### config.mk
export PLATFORM = sky130hd
export DESIGN_NAME = alu_exec_stage
export DESIGN_NICKNAME = d
export VERILOG_FILES = /design/src/rtl/alu_pkg.sv /design/src/rtl/alu_exec_mul.sv /design/src/rtl/alu_exec_stage.sv
export SDC_FILE = /design/constraint.sdc
export NUM_CORES = 1
export LEC_CHECK = 0
export BUFFER_PORTS_ARGS = -buffer_cell sky130_fd_sc_hd__clkbuf_2
export CAP_MARGIN = 20
export CORE_ASPECT_RATIO = 1.5
export CORE_UTILIZATION = 35
export DETAILED_ROUTE_END_ITERATION = 12
export REMOVE_ABC_BUFFERS = 1
export SYNTH_ARGS = -nofsm -noshare
export SYNTH_HDL_FRONTEND = slang
export SYNTH_HIERARCHICAL = 1
export SYNTH_SLANG_ARGS = --single-unit
### constraint.sdc
create_clock -name clk -period 2.2 [get_ports clk]
set_clock_uncertainty 0.1 [all_clocks]
set_input_delay 0.44 -clock clk [delete_from_list [all_inputs] [get_ports clk]]
set_output_delay 0.44 -clock clk [all_outputs]
set_load 0.05 [all_outputs]
### src/rtl/alu_pkg.sv
// rtl/alu_pkg.sv - shared op codes, flag indices, state type and single-cycle ALU function
// Contents:
//   alu_op_e       3-bit op codes (001 is reserved and executes as PASS_B)
//   exec_state_e   execute-stage FSM states
//   FLAG_*         bit positions inside the 4-bit {N,Z,C,V} flag vector
//   nz_flags()     assembles the flag vector from a result plus C and V
//   alu_compute()  combinational datapath for every op that finishes in one cycle
package alu_pkg;

    localparam int DEFAULT_WIDTH = 16;

    localparam int FLAG_N = 3;
    localparam int FLAG_Z = 2;
    localparam int FLAG_C = 1;
    localparam int FLAG_V = 0;

    typedef enum logic [2:0] {
        OP_PASS_B = 3'b000,
        OP_ADD    = 3'b010,
        OP_SUB    = 3'b011,
        OP_AND    = 3'b100,
        OP_OR     = 3'b101,
        OP_XOR    = 3'b110,
        OP_MUL    = 3'b111
    } alu_op_e;

    typedef enum logic {
        ST_IDLE = 1'b0,
        ST_MUL  = 1'b1
    } exec_state_e;

    typedef struct packed {
        logic [DEFAULT_WIDTH-1:0] result;
        logic [3:0]               flags;
    } alu_out_t;

    function automatic logic [3:0] nz_flags(input logic [DEFAULT_WIDTH-1:0] r,
                                            input logic c, input logic v);
        logic [3:0] f;
        f         = 4'b0000;
        f[FLAG_N] = r[DEFAULT_WIDTH-1];
        f[FLAG_Z] = (r == '0);
        f[FLAG_C] = c;
        f[FLAG_V] = v;
        return f;
    endfunction

    function automatic alu_out_t alu_compute(input logic [2:0] op,
                                             input logic [DEFAULT_WIDTH-1:0] a,
                                             input logic [DEFAULT_WIDTH-1:0] b);
        logic [DEFAULT_WIDTH:0]   sum;
        logic [DEFAULT_WIDTH-1:0] bx;
        logic [DEFAULT_WIDTH-1:0] r;
        logic                     c;
        logic                     v;
        alu_out_t                 o;
        sum = '0;
        bx  = b;
        r   = b;
        c   = 1'b0;
        v   = 1'b0;
        case (op)
            OP_ADD, OP_SUB: begin
                // SUB reuses the adder as A + ~B + 1 so C reads as "no borrow"
                bx  = (op == OP_SUB) ? ~b : b;
                sum = {1'b0, a} + {1'b0, bx} + {{DEFAULT_WIDTH{1'b0}}, (op == OP_SUB)};
                r   = sum[DEFAULT_WIDTH-1:0];
                c   = sum[DEFAULT_WIDTH];
                v   = (a[DEFAULT_WIDTH-1] == bx[DEFAULT_WIDTH-1]) &&
                      (r[DEFAULT_WIDTH-1] != a[DEFAULT_WIDTH-1]);
            end
            OP_AND:  r = a & b;
            OP_OR:   r = a | b;
            OP_XOR:  r = a ^ b;
            // Only reached when the multiplier is not built: result 0, flags 0100
            OP_MUL:  r = '0;
            default: r = b;
        endcase
        o.result = r;
        o.flags  = nz_flags(r, c, v);
        return o;
    endfunction

endpackage

### src/rtl/alu_exec_mul.sv
// rtl/alu_exec_mul.sv - iterative shift-add multiplier, one partial product per cycle
// Ports:
//   clk, reset_n  clock and asynchronous active-low reset
//   start         pulse: latch a/b and begin (only asserted while idle)
//   a, b          unsigned operands
//   done          high during the cycle that processes the last bit of b
//   product       full 2*WIDTH product, valid while done is high
module alu_exec_mul
    import alu_pkg::*;
#(
    parameter int WIDTH = DEFAULT_WIDTH
) (
    input  logic               clk,
    input  logic               reset_n,
    input  logic               start,
    input  logic [WIDTH-1:0]   a,
    input  logic [WIDTH-1:0]   b,
    output logic               done,
    output logic [2*WIDTH-1:0] product
);

    localparam int CW = $clog2(WIDTH);
    localparam logic [CW-1:0] LAST = CW'(WIDTH - 1);

    logic [WIDTH-1:0]   a_reg;
    logic [WIDTH-1:0]   b_reg;
    logic [2*WIDTH-1:0] acc;
    logic [2*WIDTH-1:0] acc_next;
    logic [CW-1:0]      cnt;
    logic               running;

    assign acc_next = b_reg[cnt] ? acc + ({{WIDTH{1'b0}}, a_reg} << cnt) : acc;

    // The final sum is exposed combinationally so the stage can register it
    // on the same edge as the last iteration, keeping the latency at WIDTH.
    assign done    = running && (cnt == LAST);
    assign product = acc_next;

    always_ff @(posedge clk or negedge reset_n) begin
        if (!reset_n) begin
            a_reg   <= '0;
            b_reg   <= '0;
            acc     <= '0;
            cnt     <= '0;
            running <= 1'b0;
        end else if (start) begin
            a_reg   <= a;
            b_reg   <= b;
            acc     <= '0;
            cnt     <= '0;
            running <= 1'b1;
        end else if (running) begin
            acc <= acc_next;
            cnt <= cnt + 1'b1;
            if (cnt == LAST) begin
                running <= 1'b0;
            end
        end
    end

endmodule

### src/rtl/alu_exec_stage.sv
// rtl/alu_exec_stage.sv - execute stage: 1-cycle ALU ops plus optional iterative MUL
// Build option: define ALU_EXEC_MUL_EN to instantiate the multiplier; without it
// op 111 finishes in one cycle with result 0 and flags 0100, and busy stays 0.
// Ports:
//   clk, reset_n                      clock and asynchronous active-low reset
//   in_valid/in_ready                 operation handshake from the decoder
//   in_op, in_a, in_b, in_tag         operation, operands, destination tag
//   out_valid/out_ready               result handshake to writeback
//   out_result, out_tag, out_flags    registered result, tag and {N,Z,C,V}
//   busy                              high while a multiply is iterating
module alu_exec_stage
    import alu_pkg::*;
#(
    parameter int WIDTH = DEFAULT_WIDTH,
    parameter int TAG_W = 3
) (
    input  logic             clk,
    input  logic             reset_n,
    input  logic             in_valid,
    output logic             in_ready,
    input  logic [2:0]       in_op,
    input  logic [WIDTH-1:0] in_a,
    input  logic [WIDTH-1:0] in_b,
    input  logic [TAG_W-1:0] in_tag,
    output logic             out_valid,
    input  logic             out_ready,
    output logic [WIDTH-1:0] out_result,
    output logic [TAG_W-1:0] out_tag,
    output logic [3:0]       out_flags,
    output logic             busy
);

    exec_state_e        state;
    logic               accept;
    logic               mul_start;
    logic               mul_done;
    logic [2*WIDTH-1:0] mul_product;
    logic [TAG_W-1:0]   mul_tag;
    alu_out_t           alu_res;

    // No skid buffer: accept only when the output register is empty or draining now.
    assign in_ready = (state == ST_IDLE) && (!out_valid || out_ready);
    assign accept   = in_valid && in_ready;
    assign alu_res  = alu_compute(in_op, in_a, in_b);

`ifdef ALU_EXEC_MUL_EN
    assign mul_start = accept && (in_op == OP_MUL);

    alu_exec_mul #(
        .WIDTH(WIDTH)
    ) u_mul (
        .clk     (clk),
        .reset_n (reset_n),
        .start   (mul_start),
        .a       (in_a),
        .b       (in_b),
        .done    (mul_done),
        .product (mul_product)
    );
`else
    assign mul_start   = 1'b0;
    assign mul_done    = 1'b0;
    assign mul_product = '0;
`endif

    always_ff @(posedge clk or negedge reset_n) begin
        if (!reset_n) begin
            state      <= ST_IDLE;
            busy       <= 1'b0;
            out_valid  <= 1'b0;
            out_result <= '0;
            out_tag    <= '0;
            out_flags  <= '0;
            mul_tag    <= '0;
        end else begin
            case (state)
                ST_IDLE: begin
                    if (mul_start) begin
                        // Any previous result drains on this edge (ready rule)
                        state     <= ST_MUL;
                        busy      <= 1'b1;
                        mul_tag   <= in_tag;
                        out_valid <= 1'b0;
                    end else if (accept) begin
                        out_valid  <= 1'b1;
                        out_result <= alu_res.result;
                        out_tag    <= in_tag;
                        out_flags  <= alu_res.flags;
                    end else if (out_ready) begin
                        out_valid <= 1'b0;
                    end
                end
                ST_MUL: begin
                    // Output register is empty here, so completion never waits
                    if (mul_done) begin
                        state      <= ST_IDLE;
                        busy       <= 1'b0;
                        out_valid  <= 1'b1;
                        out_result <= mul_product[WIDTH-1:0];
                        out_tag    <= mul_tag;
                        out_flags  <= nz_flags(mul_product[WIDTH-1:0],
                                               |mul_product[2*WIDTH-1:WIDTH],
                                               |mul_product[2*WIDTH-1:WIDTH]);
                    end
                end
                default: state <= ST_IDLE;
            endcase
        end
    end

endmodule

# Word-level counts from Yosys, hierarchy flattened
# Index checks and enable logic that the tools add are counted.
# W data, S select, Z words.
totals:
  regBits: 25
  inputBits: 42
  output_inout_bits: 26
  wordCells: 45
classes:
  add_sub_neg: 2
  n_eq_ne: 10
  muxes: 14
  bitwise: 5
  reduce_logical: 9
ops:
  columns: ["operator", "n"]
  rows:
  - ["$pmux W16 S5", 1]
  - ["$mux W16", 3]
  - ["$add A16 B16 Y17", 1]
  - ["$add A17 B1 Y17", 1]
  - ["$and A16 B16 Y16", 1]
  - ["$logic_not A16 Y1", 1]
  - ["$not A16 Y16", 1]
  - ["$or A16 B16 Y16", 1]
  - ["$xor A16 B16 Y16", 1]
  - ["$eq A3 B3 Y1 const B", 4]
  - ["$mux W4", 2]
  - ["$eq A3 B2 Y1 const B", 2]
  - ["$mux W3", 2]
  - ["$mux W1", 5]
  - ["$reduce_and A2 Y1", 2]
  - ["$logic_and A1 B1 Y1", 3]
  - ["$ne A3 B3 Y1 const B", 1]
  - ["$ne A2 B2 Y1 const B", 1]
  - ["$pmux W1 S2", 1]
  - ["$reduce_or A2 Y1", 1]
  - ["$eq A1 B1 Y1", 1]
  - ["$logic_not A1 Y1", 1]
  - ["$logic_or A1 B1 Y1", 1]
  - ["$ne A1 B1 Y1", 1]
  - ["$not A1 Y1", 1]

# Longest topological paths before layout
logic_depth:
  word_depth: 9
  depth_mapped: 15
  mapped_depth_nobuf: 13

# Worst setup path before layout
# No wires, ideal clock.
synth_path:
  path_kind: "in2reg"
  from: "input port in_op[0]"
  to: "register out_flags[2]"
  setup_time_ns: 0.104
  t_arrival_ns: 3.341
  required_ns: 1.996
  setup_slack_ns: -1.345
  path_stages: 15
  n_path_buf: 3
  cell_sequence: "buf_2 > nand3b_1 > buf_6 > buf_1 > xnor2_1 > ha_1 > a21o_1 > a31o_1 > a31o_1 > nor2_2 > o21ai_1 > a31oi_2 > xnor2_1 > o211a_1 > o41ai_2"
synth_via:
  elab_chain_cells: 8
  word_cells_on_any_way: 14
  cone_classes: "2 x add/sub; 6 x eq/ne; 4 x mux; 2 x reduce/logical"
synth_lines:
  columns: ["element", "line_no", "rtl"]
  rows:
  - ["from (decl)", "alu_exec_stage.sv:21", "input logic [2:0] in_op,"]
  - ["$eq A3 B2 Y1", "alu_pkg.sv:62, alu_pkg.sv:65, alu_pkg.sv:66", null]
  - ["$mux W16", "alu_pkg.sv:65", "bx = (op == OP_SUB) ? ~b : b;"]
  - ["$add A16 B16 Y17", "alu_pkg.sv:66", "sum = {1'b0, a} + {1'b0, bx} + {{DEFAULT_WIDTH{1'b0}}, (op == OP_SUB)};"]
  - ["$add A17 B1 Y17", "alu_pkg.sv:66", null]
  - ["$pmux W16 S5 *", "alu_pkg.sv:62", "case (op)"]
  - ["$logic_not A16 Y1 *", "alu_pkg.sv:42", "f[FLAG_Z] = (r == '0);"]
  - ["$mux W4 *", "alu_exec_stage.sv:84", "end else if (accept) begin"]
  - ["$mux W4 *", "alu_exec_stage.sv:76", "case (state)"]
  - ["to (signal assigned)", "alu_exec_stage.sv:88", "out_flags <= alu_res.flags;"]
  - ["to (signal assigned)", "alu_exec_stage.sv:101", "out_flags <= nz_flags(mul_product[WIDTH-1:0],"]
  - ["to (decl)", "alu_exec_stage.sv:29", "output logic [3:0] out_flags,"]
# Mark *: on every way between the ends. The rest lies on a longest branch, timed or not. The select of a mux whose other input is x is not followed.
# A chain may end at the register's enable or synchronous reset.

# Worst setup path after layout
layout_path:
  from: "input port in_op[2]"
  to: "register out_flags[2]"
# Same word-level chain as after synthesis.

==> flow_summary.toml <==
[run_status]
outcome = "complete, but fails checks"
violations = "setup timing"

[grt]
grt_pass1_vias = 3060
grt_pass1_wl_mm = 14.1
antenna_found_initial = 0
grt_max_degree = 40
overflow = 0
track_usage = 0.196

[placement]
place_ws_ns = -1.52
hpwl_mm = 6.99
routabilityCongestion = 0.870
portBuffers = 66

[logic_synthesis]
synth.distinct_cells = 61
synth.most_common_cell = "ha_1"
synth_top_area_frac = 0.203
synthArstFlopShare = 1.00
synth_top_flop_cell = "dfrtp_1"
avgSynthCellArea_um2 = 8.01
yosysSeqAreaShare = 0.191
synth_area_leaders = "ha_1, dfrtp_1, xnor2_1"
synth.top_cells.by_count = "ha_1, inv_1, nand2_1, a21oi_1"
synth-edff-count = 0
ys_ff_latch = 23
synth_area_mm2 = 0.00302
netlist_instances = 377
synth_top_area_cell = "ha_1"
ys_warn_count = 6

[detailed_routing]
vias = 3332
ant_nets = 0
wl_per_cell_um = 14.9
drt_pass1_iterations = 5
wl_mm = 9.54
route.detailed.drc = 0
via_per_inst = 5.21
drt-initial-drc-count = 100

[setup_path]
critPathArrivalTime_ns = 3.30
crit_required_ns = 2.25
crit_path_end_kind = "flip-flop"
crit_fanout = 6
worstSetupStartpointType = "input port"
timing_worst_setup_path_type = "input port to flip-flop"

[cts]
clock_latency_ns = 0.25
clock-sinks = 23
cts-root-buf = "clkbuf_16"
cts_made_buffers = 3
cts_hold_buffers = 0
clkSlewWorstSetupHoldPaths_ns = 0.06
ctsLongestPathBuffers = 2
htree_levels = 1
cts_tree = "yes"

[sta]
setup_viol = 17
fin_ws_ns = -1.05
period_share = 1.48
fmax_ghz = 0.308
slew_headroom = 0.634
worstMarginPinSlew_ns = 0.549
final.setup.tns_ns = -12.55
layout_min_cycle_time_ns = 3.25
rsz0062_at_grt = "yes"
hold_viol_final = 0
drv_slew = 0

[finish]
layout-drive-gt1-share = 0.490
diodes = 0
post-route-util = 0.574
fin_nets = 626
syn2layout_area_growth_pct = 60.1

[floorplanning]
ioPinCount = 68
dieHeight_um = 116
dieArea_mm2 = 0.00901
num_rows = 41
initial_core_util = 0.359
dieWidth_um = 77.8
fp.coreArea_mm2 = 0.00841

[pwr]
combPwrFrac = 0.635
p_int_w = 0.00143
pwr-share-clk = 0.152
pwr-share-seq = 0.212
p_sw_frac = 0.432
p_leak_nw = 2.46
switchingPower_w = 0.00109
ir_drop_mv = 0.521
powerDensity_mw_per_mm2 = 520
fin_total_pwr_w = 0.00251

[run]
cap_violations = 0

[worst_hold_path]
min_path_type = "input port to async pin"
[flip-flops by register name, indices dropped and copies added, names as in the netlist]
| name | cells |
|---|---|
| out_result | 15 |
| out_valid | 1 |
| out_flags | 4 |
| out_tag | 3 |
[power by group through the flow]
stage               combinational (W)  clock (W)  sequential, W
global placement              0.00126          0       0.000539
global route                  0.00170   0.000414       0.000543
floorplan                    0.000493          0       0.000802
CTS                           0.00141   0.000393       0.000536
detailed placement            0.00128          0       0.000543
finish                        0.00160   0.000383       0.000534
[cells in the final DEF, fill, tap and decap left out, types with 10 or more instances in the layout]
cell      synthesis  routed
xnor2_2           0      10
xnor2_1          23      10
buf_4             3      96
ha_1             49      44
nand2_1          36      35
inv_1            39      38
nor2_1           18      16
o21ai_2           0      13
dfrtp_1          23      23
a21oi_1          27      21
clkbuf_2          0      66
[what timing repair did]
action	in CTS	in global routing
buffers inserted	9	10
resized for setup	59	59
endpoints found under the setup margin	17	18
pin swaps	31	28
[critical path, cell delays in order]
cell and delay (ns):
clkbuf_2 0.08, nand3b_1 0.29, buf_6 0.24, xnor2_2 0.13, ha_1 0.31, buf_6 0.13, a21o_1 0.22, a31o_4 0.26
a31o_1 0.19, nor2_2 0.14, buf_4 0.13, xnor2_2 0.06, a221oi_2 0.28, nand2b_1 0.11, o41ai_2 0.29
[stage by stage]
| stage | area [µm²] | hold slack [ns] | std cells |
|---|---|---|---|
| global placement | 4090 | 0.357 | 624 |
| finish | 4830 | 0.0643 | 640 |
| detailed placement | 4090 | 0.357 | 624 |
| global route | 4830 | 0.114 | 640 |
| floorplan | 2920 | 0.0444 | 357 |
| CTS | 4450 | 0.0877 | 634 |
[metal layers]
| metal | share of wire | GRT usage |
|---|---|---|
| met5 | 0 | 0 |
| met4 | 0.044 | 0.0730 |
| met3 | 0.027 | 0.0118 |
| met2 | 0.54 | 0.385 |
| met1 | 0.39 | 0.218 |
[worst paths after layout]
| path | start | end | slack (ns) | cells after the start |
|---|---|---|---|---|
| worst max-delay path | in_op[2] | out_flags[2] | -1.05 | 15 |
| worst min-delay path | reset_n | out_result[3] | 0.06 | 1 |
| worst max register to register | out_valid | out_tag[2] | 0.61 | 4 |
| worst min register to register | out_result[12] | out_result[12] | 0.38 | 2 |
| max in group asynchronous | reset_n | out_tag[1] | 1.57 | 1 |
| min in group clk | in_valid | out_valid | 0.32 | 2 |
[final cells by class]
type	instances	area [µm²]
fill	746	3580
multi-input combinational	295	2720
timing repair buffer	172	1170
sequential	23	576
inverter	39	146
tap	107	134
clock buffer	3	75.1
clock inverter	1	5.00
[logic make-up (layout without fill, tap and decap cells)]
| logic type | Yosys count | count (layout) | synth area share |
|---|---|---|---|
| AND/OR/NAND/NOR | 96 | 96 | 0.154 |
| flip-flops | 23 | 23 | 0.191 |
| AO/OA/AOI/OAI | 110 | 110 | 0.243 |
| adder cells (fa/ha/maj) | 50 | 50 | 0.210 |
| other | 1 | 1 | 0.00124 |
| XOR/XNOR | 24 | 24 | 0.0697 |
| buffers and inverters | 59 | 215 | 0.0817 |
| multiplexers | 14 | 14 | 0.0498 |
(Power assumes the default switching activity.)
